==> src/rtl/dsram_req_ctrl_pkg.sv <==
// Shared types and constants for the data-SRAM request controller.
// The optional response buffer is enabled in dsram_req_ctrl by DSRAM_RDATA_BUF_EN.
package dsram_req_ctrl_pkg;

  typedef enum logic {
    IDLE = 1'b0,
    REQ  = 1'b1
  } state_e;

  typedef enum logic [1:0] {
    SIZE_BYTE = 2'd0,
    SIZE_HALF = 2'd1,
    SIZE_WORD = 2'd2
  } size_e;

  localparam int MAX_OUTSTANDING = 2;

  // Saturating-free up/down step; callers guarantee the count never wraps.
  function automatic logic [1:0] cnt_step(input logic [1:0] cnt,
                                          input logic       inc,
                                          input logic       dec);
    logic [1:0] res;
    case ({inc, dec})
      2'b10:   res = cnt + 2'd1;
      2'b01:   res = cnt - 2'd1;
      default: res = cnt;
    endcase
    return res;
  endfunction

endpackage

==> src/rtl/dsram_resp_buf.sv <==
// One-entry response holding buffer between the SRAM data_ok channel and MEM.
// With BUF_EN=0 it degenerates to a pass-through and the MEM stage must consume immediately.
module dsram_resp_buf #(
  parameter bit BUF_EN = 1'b1
) (
  input  logic        clk,
  input  logic        reset,
  input  logic        flush,
  input  logic        in_valid,
  input  logic [31:0] in_data,
  input  logic        consume,
  output logic        out_valid,
  output logic [31:0] out_data,
  output logic        held
);

  logic        valid_reg;
  logic [31:0] data_reg;

  // A response arriving while the entry is full and not consumed has nowhere to go;
  // the issue limit counting the held entry keeps this from happening in normal use.
  always_ff @(posedge clk) begin
    if (reset || flush) begin
      valid_reg <= 1'b0;
      data_reg  <= '0;
    end else if (BUF_EN) begin
      if (valid_reg) begin
        if (consume) begin
          valid_reg <= in_valid;
          if (in_valid) data_reg <= in_data;
        end
      end else if (in_valid && !consume) begin
        valid_reg <= 1'b1;
        data_reg  <= in_data;
      end
    end
  end

  always_comb begin
    out_valid = valid_reg | in_valid;
    out_data  = '0;
    if (valid_reg)     out_data = data_reg;
    else if (in_valid) out_data = in_data;
  end

  assign held = valid_reg;

endmodule

==> src/rtl/dsram_req_ctrl.sv <==
// Data-SRAM request controller: issues EX loads/stores on an SRAM-like bus, tracks up to two
// outstanding accesses and drops responses of flushed ones. Define DSRAM_RDATA_BUF_EN for a response buffer.
module dsram_req_ctrl
  import dsram_req_ctrl_pkg::*;
(
  input  logic        clk,
  input  logic        reset,
  input  logic        es_mem_req,
  input  logic        es_wr,
  input  logic [1:0]  es_size,
  input  logic [31:0] es_addr,
  input  logic [3:0]  es_wstrb,
  input  logic [31:0] es_wdata,
  output logic        es_addr_ok,
  output logic        data_sram_req,
  output logic        data_sram_wr,
  output logic [1:0]  data_sram_size,
  output logic [31:0] data_sram_addr,
  output logic [3:0]  data_sram_wstrb,
  output logic [31:0] data_sram_wdata,
  input  logic        data_sram_addr_ok,
  input  logic        data_sram_data_ok,
  input  logic [31:0] data_sram_rdata,
  output logic        ms_data_ok,
  output logic [31:0] ms_rdata,
  input  logic        ms_consume,
  input  logic        flush,
  output logic        busy
);

`ifdef DSRAM_RDATA_BUF_EN
  localparam bit BUF_EN = 1'b1;
`else
  localparam bit BUF_EN = 1'b0;
`endif

  state_e      state_reg;
  logic        req_reg;
  logic        cancel_pending_reg;
  logic        wr_reg;
  size_e       size_reg;
  logic [31:0] addr_reg;
  logic [3:0]  wstrb_reg;
  logic [31:0] wdata_reg;
  logic [1:0]  outstanding_reg, outstanding_next;
  logic [1:0]  cancel_cnt_reg, cancel_cnt_next;

  logic        addr_hs;
  logic        data_hs;
  logic        drop_resp;
  logic        resp_live;
  logic        buf_held;
  logic [2:0]  occupancy;
  logic        can_issue;

  assign addr_hs   = (state_reg == REQ) && data_sram_addr_ok;
  assign data_hs   = data_sram_data_ok && (outstanding_reg != 2'd0);
  assign drop_resp = data_hs && (cancel_cnt_reg != 2'd0);
  assign resp_live = data_hs && !drop_resp;

  // A response parked in the buffer still occupies one of the two slots.
  assign occupancy = {1'b0, outstanding_reg} + {2'b00, buf_held};
  assign can_issue = es_mem_req && !flush && (occupancy < 3'(MAX_OUTSTANDING));

  always_ff @(posedge clk) begin
    if (reset) begin
      state_reg          <= IDLE;
      req_reg            <= 1'b0;
      cancel_pending_reg <= 1'b0;
      wr_reg             <= 1'b0;
      size_reg           <= SIZE_BYTE;
      addr_reg           <= '0;
      wstrb_reg          <= '0;
      wdata_reg          <= '0;
    end else begin
      case (state_reg)
        IDLE: begin
          if (can_issue) begin
            state_reg <= REQ;
            req_reg   <= 1'b1;
            wr_reg    <= es_wr;
            size_reg  <= size_e'(es_size);
            addr_reg  <= es_addr;
            wstrb_reg <= es_wstrb;
            wdata_reg <= es_wdata;
          end
        end
        REQ: begin
          // The bus request is never withdrawn; a flush only marks it cancelled.
          if (data_sram_addr_ok) begin
            state_reg          <= IDLE;
            req_reg            <= 1'b0;
            cancel_pending_reg <= 1'b0;
          end else if (flush) begin
            cancel_pending_reg <= 1'b1;
          end
        end
        default: begin
          state_reg <= IDLE;
          req_reg   <= 1'b0;
        end
      endcase
    end
  end

  always_comb begin
    outstanding_next = cnt_step(outstanding_reg, addr_hs, data_hs);
    if (flush) cancel_cnt_next = outstanding_next;
    else       cancel_cnt_next = cnt_step(cancel_cnt_reg, addr_hs && cancel_pending_reg, drop_resp);
  end

  always_ff @(posedge clk) begin
    if (reset) begin
      outstanding_reg <= 2'd0;
      cancel_cnt_reg  <= 2'd0;
    end else begin
      outstanding_reg <= outstanding_next;
      cancel_cnt_reg  <= cancel_cnt_next;
    end
  end

  dsram_resp_buf #(.BUF_EN(BUF_EN)) u_resp_buf (
    .clk      (clk),
    .reset    (reset),
    .flush    (flush),
    .in_valid (resp_live),
    .in_data  (data_sram_rdata),
    .consume  (ms_consume),
    .out_valid(ms_data_ok),
    .out_data (ms_rdata),
    .held     (buf_held)
  );

  assign es_addr_ok      = addr_hs && !cancel_pending_reg;
  assign data_sram_req   = req_reg;
  assign data_sram_wr    = wr_reg;
  assign data_sram_size  = size_reg;
  assign data_sram_addr  = addr_reg;
  assign data_sram_wstrb = wstrb_reg;
  assign data_sram_wdata = wdata_reg;
  assign busy            = (outstanding_reg != 2'd0);

endmodule

==> config.mk <==
export PLATFORM = sky130hd
export DESIGN_NAME = dsram_req_ctrl
export DESIGN_NICKNAME = d
export VERILOG_FILES = /design/src/rtl/dsram_req_ctrl_pkg.sv /design/src/rtl/dsram_resp_buf.sv /design/src/rtl/dsram_req_ctrl.sv
export SDC_FILE = /design/constraint.sdc
export NUM_CORES = 1
export LEC_CHECK = 0
export BUFFER_PORTS_ARGS = -buffer_cell sky130_fd_sc_hd__buf_2
export CAP_MARGIN = 20
export CORE_MARGIN = 1.5
export CORE_UTILIZATION = 35
export CTS_BUF_LIST = sky130_fd_sc_hd__clkbuf_4 sky130_fd_sc_hd__clkbuf_8
export CTS_CLUSTER_SIZE = 12
export DETAILED_ROUTE_END_ITERATION = 10
export HOLD_SLACK_MARGIN = 0.05
export PLACE_DENSITY_LB_ADDON = 0.2
export RECOVER_POWER = 25
export SLEW_MARGIN = 20
export SYNTH_ARGS = -nofsm -noshare
export SYNTH_HDL_FRONTEND = slang
export SYNTH_SLANG_ARGS = --single-unit
==> constraint.sdc <==
create_clock -name clk -period 1.9 [get_ports clk]
set_clock_uncertainty 0.05 [all_clocks]
set_input_delay 0.38 -clock clk [delete_from_list [all_inputs] [get_ports clk]]
set_output_delay 0.38 -clock clk [all_outputs]
set_load 0.01 [all_outputs]
# --- After elaboration in Yosys (flattened, before gate mapping) ---
# Cells that the tools add are included.
word_totals:
  reg_bits: 78
  out_inout_bits: 107
  wordCells: 52
op_classes:
  addsub: 4
  magnitude_cmp: 1
  eq_ne: 6
  mux: 12
  n_bitwise: 1
  reduce_logical: 18
ops:
  columns: ["operator", "n"]
  rows:
  - ["32-bit two-way mux", 1]
  - ["1-bit logical AND", 8]
  - ["2-bit one-hot mux with 2 select lines", 2]
  - ["1-bit two-way mux", 6]
  - ["2-bit AND reduction", 3]
  - ["2-bit nonzero test", 3]
  - ["2-bit by 1-bit adder with 2-bit output, second input constant", 2]
  - ["2-bit by 1-bit == test with 1-bit output, second input constant", 2]
  - ["2-bit == test, second input constant", 2]
  - ["2-bit inequality test, second input constant", 2]
  - ["1-bit one-hot mux with 2 select lines", 2]
  - ["2-bit by 1-bit subtractor with 2-bit output, second input constant", 2]
  - ["1-bit zero test", 3]
  - ["3-bit nonzero test", 1]
  - ["2-bit < comparator, second input constant", 1]
  - ["2-bit two-way mux", 1]
  - ["1-bit inverter", 1]

# --- Longest topological paths before layout ---
# Gate-level depths: netlist of the first run.
depth:
  depth_word: 6
  depth_mapped: 6
  ltp_nobuf: 6

# --- By module ---
# Synthesis of the first run repeated with hierarchy kept, for this count alone.
hier_totals:
  hier_cells: 388
  area_unflattened_um2: 3094.2
by_module_without_submodules:
  columns: ["mod", "instances", "cells_each", "area_each_um2", "seq_area_each_um2"]
  rows:
  - ["dsram_req_ctrl", 1, 350, 2820.2, 1561.5]
  - ["dsram_resp_buf", 1, 38, 274.0, 0.0]

# --- Least setup slack after synthesis of the first run ---
# OpenSTA, ideal clock, no wires.
synth_path:
  path_kind: "register -> output"
  startpoint: "reg outstanding_reg[0]"
  endpoint: "out ms_rdata[10]"
  t_arrival_ns: 1.208
  t_required_ns: 1.470
  path_slack_ns: 0.262
  path_stages_with_launch: 5
  cell_sequence: "dfxtp_1 o21a_2 nor3b_2 clkbuf_1 and2_1"
synth_via:
  elab_chain_cells: 6
synth_rtl:
  columns: ["element", "line", "rtl"]
  rows:
  - ["start, declared", "dsram_req_ctrl.sv:45", "logic [1:0] outstanding_reg, outstanding_next;"]
  - ["start signal, assigned", "dsram_req_ctrl.sv:117", "outstanding_reg <= outstanding_next;"]
  - ["2-bit nonzero test *", "dsram_req_ctrl.sv:57", "assign data_hs = data_sram_data_ok && (outstanding_reg != 2'd0);"]
  - ["1-bit logical AND *", "dsram_req_ctrl.sv:57", null]
  - ["1-bit logical AND", "dsram_req_ctrl.sv:58", "assign drop_resp = data_hs && (cancel_cnt_reg != 2'd0);"]
  - ["1-bit zero test", "dsram_req_ctrl.sv:59", "assign resp_live = data_hs && !drop_resp;"]
  - ["1-bit logical AND *", "dsram_req_ctrl.sv:59", null]
  - ["32-bit two-way mux *", "dsram_resp_buf.sv:43", "else if (in_valid) out_data = in_data;"]
  - ["end, declared", "dsram_req_ctrl.sv:25", "output logic [31:0] ms_rdata,"]
# Every way passes the cells marked *; elsewhere a longest branch is shown, timed or not.

# --- Worst setup path in the final report of the first run ---
layout_path:
  startpoint: "reg outstanding_reg[0]"
  endpoint: "out ms_rdata[28]"
# Same word-level chain as after synthesis.

==> impl_metrics.toml, run 1 <==
[grt]
antenna_found_initial = 0
gr-usage-met1_pct = 17.7
grt_max_degree = 41
busiest_layer = "met2"
grt_util_met2_pct = 31.0
globalRouteOverflowTotal = 0
grt_pass1_wl_um = 12000
met3_usage_pct = 6.32
grt_pass1_vias = 2702
grtUsageTotal_pct = 17.0

[clock_tree]
clkTransAtPathRegs_ns = 0.09
clock-sinks = 78
cts_buffer_depth = 2
cts_tree = "yes"
cts_max_level = 3
cts.root.buffer_cell = "clkbuf_8"
clk_latency_ns = 0.35
cts_hold_buf = 0
cts_buffers = 9

[power]
swShare_pct = 25.2
p_leak_nw = 2.07
p_seq_share_pct = 45.5
power_density_mw_per_mm2 = 872
power_frac_comb_pct = 15.0
vdd_drop_max_mv = 0.360
intPower_mw = 2.91
switching_power_uw = 979
finalPower_mw = 3.89
power_frac_clock_pct = 39.5

[yosys]
syn-mean-instance-area_um2 = 7.94
ys_seq_elements = 78
yosysTopAreaCell = "dfxtp_1"
synth_area_mm2 = 0.00305
yosys_warnings = 0
synth_cell_types = 27
synth_seq_area_share_pct = 51.2
synth_area_leaders = "dfxtp_1 (51%), nand2_1 (18%), a21oi_1 (12%)"
synth_top_area_share_pct = 51.2
syn_nets = 495
synthCells = 384

[finish]
n_antenna_cell = 0
layout-drive-gt1-share_pct = 35.5
final_nets = 701
syn_to_final_growth_pct = 46.2
final_cells = 700

[floorplanning]
die_h_um = 96.4
die-area_mm2 = 0.00928
placementRows = 33
core_area_mm2 = 0.00834
die_width_um = 96.4
initial_core_util_pct = 36.6
top_level_ports = 217

[timing]
hold_violations = 0
setup_violations = 32
worst_slew_pin_slew_ns = 0.461
period_needed_ns = 1.96
rsz0062_at_grt = "yes"
slew_viol_final = 0
finalWorstSetupSlack_ns = -0.0635
slew_headroom_pct = 69.2
fmax_ghz = 0.509
timing.final.crit_share_pct = 103

[placed_design]
dp_hpwl_um = 6210
port_buffers = 215
placed_cells = 684
pre_cts_slack_ns = 0.0601
gp_congestion = 0.839

[drt]
drtIter0Drc = 50
ant_nets = 0
vias = 3179
wl_um = 8500
drc = 0
firstDrtPassIters = 4
viasPerCell = 4.54
wl_per_cell_um = 12.1

[critical_path]
start_kind = "flop"
r2r-start = "state_reg$_SDFF_PP0_"
r2r_setup_slack_ns = 0.18
crit_start = "outstanding_reg[0]$_SDFF_PP0_"
crit_type = "flop to output pin"
crit_end = "ms_rdata[28]"
required_ns = 1.47
r2r_cells = 4
crit_arrival_ns = 1.53
endpoint_kind = "output pin"
rr_endpoint = "data_sram_wdata[13]$_SDFFE_PP0P_"
cp_max_fo = 33

[min_path]
hold_class = "input port to flop"
hold_path_depth = 3

[status]
status = "complete, but fails checks"
violations = "negative setup slack"

[run]
maxCapViolations = 0
## worst min path at each step
| stage | start | end | slack, ns |
|---|---|---|---|
| floorplan | data_sram_addr_ok | cancel_pending_reg$_SDFFE_PP0P_ | 0.43 |
| global placement | data_sram_wdata[26]$_SDFFE_PP0P_ | data_sram_wdata[26]$_SDFFE_PP0P_ | 0.39 |
| detailed placement | data_sram_addr[13]$_SDFFE_PP0P_ | data_sram_addr[13]$_SDFFE_PP0P_ | 0.39 |
| CTS | es_wdata[8] | data_sram_wdata[8]$_SDFFE_PP0P_ | 0.18 |
| global route | es_addr[15] | data_sram_addr[15]$_SDFFE_PP0P_ | 0.18 |
| finish | es_addr[26] | data_sram_addr[26]$_SDFFE_PP0P_ | 0.20 |
## power by group through the flow
stage               logic, mW  clock network, mW  registers, mW
floorplan               0.277                  0           1.84
global placement        0.583                  0           1.80
detailed placement      0.592                  0           1.80
CTS                     0.600               1.59           1.77
global route            0.646               1.65           1.78
finish                  0.584               1.54           1.77
## cells in the final DEF, fill, tap and decap left out, types with 2 or more instances in the layout
| master | n |
|---|---|
| buf_2 | 174 |
| nand2_1 | 145 |
| dfxtp_1 | 76 |
| a21oi_1 | 73 |
| clkbuf_1 | 37 |
| and2_1 | 31 |
| clkbuf_8 | 10 |
| nor2_1 | 5 |
| buf_12 | 5 |
| xnor2_1 | 4 |
| buf_6 | 4 |
| bufinv_16 | 3 |
| buf_4 | 3 |
| nand2b_1 | 2 |
| clkinv_4 | 2 |
| dfxtp_4 | 2 |
## synth_stat cells
master    instances
o21a_2            1
nand2_1         145
dfxtp_1          78
xnor2_1           4
o31a_1            1
o211ai_1          1
or2_2             1
a211oi_1          1
o21ai_0           1
nor2_1            5
a31oi_1           1
a221oi_1          1
nor4b_1           1
xor2_1            1
buf_6             8
a21oi_2           1
inv_1             1
nand3_1           1
and2_1           32
a21oi_1          73
or4b_1            1
clkbuf_1         11
nand2b_1          2
o31ai_1           1
nor3b_2           1
ha_1              1
buf_2             9
## area by class of cell
| type | count | area [um2] |
|---|---|---|
| flip-flops and latches | 78 | 1570 |
| fillers | 841 | 3880 |
| multi-input cells | 277 | 1320 |
| inverters | 1 | 3.75 |
| repair buffers | 223 | 1180 |
| well taps | 105 | 131 |
| clock inverters | 6 | 116 |
| clock buffers | 10 | 138 |
## worst max-delay path, cell delays in order (launching register included)
cell and delay (ns):
dfxtp_4 0.36, o21a_2 0.22, nor3b_4 0.15, buf_12 0.16
and2_1 0.16, buf_2 0.14
## kinds of logic after synthesis
kind of cell    count (synthesis)  share of synthesized area (%)
simple gates                  189                           26.8
compound gates                 82                           14.2
flops                          78                           51.2
buf+inv                        29                           5.91
xor+xnor                        5                           1.44
fa+ha+maj                       1                          0.410
## repair_timing
item | in CTS | in global routing
setup endpoints to repair | 33 | 33
resized for setup | 10 | 1
buffers inserted | 0 | 0
## per-stage QoR
stage | cell area [um2] | hold WS (ns) | setup TNS [ns] | util (%)
2_1_floorplan | 3050 | 0.426 | 0 | -
3_3_place_gp | 4210 | 0.389 | 0 | 50.5
3_5_place_dp | 4210 | 0.394 | 0 | 50.5
4_1_cts | 4500 | 0.179 | -2.59 | 53.9
5_1_grt | 4460 | 0.185 | -4.25 | 53.5
6_report | 4460 | 0.203 | -1.58 | 53.5
## routing by layer
metal	wire (um)	vias to the layer above
met5	0	-
met4	101	0
met3	771	10
met2	4200	132
met1	3430	1397
li1	-	1640
(Power assumes the default switching activity.)
==> run 2, diff against run 1 <==
==> constraint.sdc (replaced) <==
create_clock -name clk -period 2.5 [get_ports clk]
set_clock_uncertainty 0.05 [all_clocks]
set_input_delay 0.5 -clock clk [delete_from_list [all_inputs] [get_ports clk]]
set_output_delay 0.5 -clock clk [all_outputs]
set_load 0.005 [all_outputs]
==> impl_metrics.toml, run 2 (synthesis gave the netlist of run 1 again) <==
[finish]
n_antenna_cell = 0
num-fill-cells = 848
final_nets = 700
layout-drive-gt1-share_pct = 35.4
final_common_cell = "buf_2"
syn_to_final_growth_pct = 41.3
seqCellArea_mm2 = 0.00156
final_cells = 699
layout_common_cells = "buf_2 (181), nand2_1 (145), dfxtp_1 (78), a21oi_1 (73), clkbuf_1 (33)"
multiInputGateArea_mm2 = 0.00132

[grt]
grt_max_degree = 41
antenna_found_initial = 0
grt_util_met2_pct = 33.0
busiest_layer = "met2"
met3_usage_pct = 5.92
grt_pass1_vias = 2844
grt_pass1_wl_um = 12400
globalRouteOverflowTotal = 0
grtUsageTotal_pct = 17.2
gr-usage-met1_pct = 17.3

[drt]
wl_per_cell_um = 11.9
ant_nets = 0
viasPerCell = 4.55
wl_um = 8350
firstDrtPassIters = 4
drc = 0
vias = 3179
drtIter0Drc = 80

[clock_tree]
cts_buffers = 9
clock-sinks = 78
clkTransAtPathRegs_ns = 0.09
cts_max_level = 3
cts_tree = "yes"
cts.root.buffer_cell = "clkbuf_8"
postCtsSetupRepairBufs = 0
cts_hold_buf = 0
cts_buffer_depth = 2
clk_latency_ns = 0.33
cts-resized-gates = 0

[floorplanning]
placementRows = 33
top_level_ports = 217
die_h_um = 96.4
die-area_mm2 = 0.00928
initial_core_util_pct = 36.6
core_area_mm2 = 0.00834
die_width_um = 96.4

[timing]
fmax_ghz = 0.445
setup_violations = 0
tns_ns = 0
timing.final.crit_share_pct = 89.8
worst_slew_pin_slew_ns = 1.71
hold_violations = 0
finalWorstSetupSlack_ns = 0.255
slew_headroom_pct = -13.8
slew_viol_final = 36
hold_ws_ns = 0.333
period_needed_ns = 2.25
rsz0062_at_grt = "no"

[status]
status = "complete, but fails checks"
violations = "max-capacitance violations, max-slew violations"

[critical_path]
cp_max_fo = 33
required_ns = 1.95
r2r_cells = 4
crit_start = "outstanding_reg[0]$_SDFF_PP0_"
start_kind = "flop"
crit_arrival_ns = 1.70
endpoint_kind = "output pin"
crit_type = "flop to output pin"
r2r-start = "state_reg$_SDFF_PP0_"

[placed_design]
gp_congestion = 0.819
pre_cts_slack_ns = 0.423
dp_hpwl_um = 6200
placed_cells = 683
port_buffers = 215

[power]
vdd_drop_max_mv = 0.354
p_leak_nw = 2.03
power_density_mw_per_mm2 = 619
finalPower_mw = 2.67

[min_path]
hold_path_depth = 3
min_from = "es_addr[22]"
hold_class = "input port to flop"

[run]
maxCapViolations = 1
run 2: cell types whose count changed in the layout (fill, tap and decap cells not counted), moves of 2 or more:
cell,previous run,this run
buf_12,5,1
clkbuf_1,37,33
buf_2,174,181
bufinv_16,3,1
dfxtp_1,76,78
clkbuf_4,0,2
dfxtp_4,2,0
buf_4,3,6
buf_6,4,0
run 2: routing by layer:
| layer | share of wire, % | wire length [um] | vias to the layer above |
|---|---|---|---|
| li1 | - | - | 1637 |
| met2 | 51 | 4230 | 128 |
| met1 | 39 | 3230 | 1403 |
| met4 | 1.6 | 135 | 0 |
| met5 | 0 | 0 | - |
| met3 | 9.0 | 749 | 11 |
run 2: metrics by stage:
| step | utilization [%] | area [um2] |
|---|---|---|
| 5_1_grt | 51.7 | 4310 |
| 2_1_floorplan | - | 3050 |
| 6_report | 51.7 | 4310 |
| 3_3_place_gp | 49.8 | 4150 |
| 4_1_cts | 52.2 | 4350 |
| 3_5_place_dp | 49.8 | 4150 |
run 2: worst paths after layout:
check	to	slack, ns
worst max register to register	data_sram_wdata[13]$_SDFFE_PP0P_	0.68
worst max-delay path	ms_rdata[17]	0.25
worst min-delay path	data_sram_addr[22]$_SDFFE_PP0P_	0.33
worst min register to register	data_sram_wdata[7]$_SDFFE_PP0P_	0.40
run 2: cell type report:
type	count	share of cell area, %
clock inverters	5	1.39
inverters	1	0.0871
well taps	105	3.05
flip-flops and latches	78	36.2
clock buffers	11	3.22
multi-input cells	277	30.5
repair buffers	222	25.5
run 2: power by group:
| part | internal (mW) | switching [mW] | leakage [nW] | total, mW |
|---|---|---|---|---|
| logic | 0.188 | 0.198 | 1.29 | 0.386 |
| clock network | 0.486 | 0.454 | 0.100 | 0.940 |
| registers | 1.31 | 0.0361 | 0.637 | 1.34 |
| total | 1.98 | 0.689 | 2.03 | 2.67 |
run 2: worst max-delay path, cell delays in order (launching register included):
cell and delay [ns]:
dfxtp_1 0.40, o21a_2 0.21, nor3b_2 0.17, buf_4 0.27, and2_1 0.19, buf_2 0.12
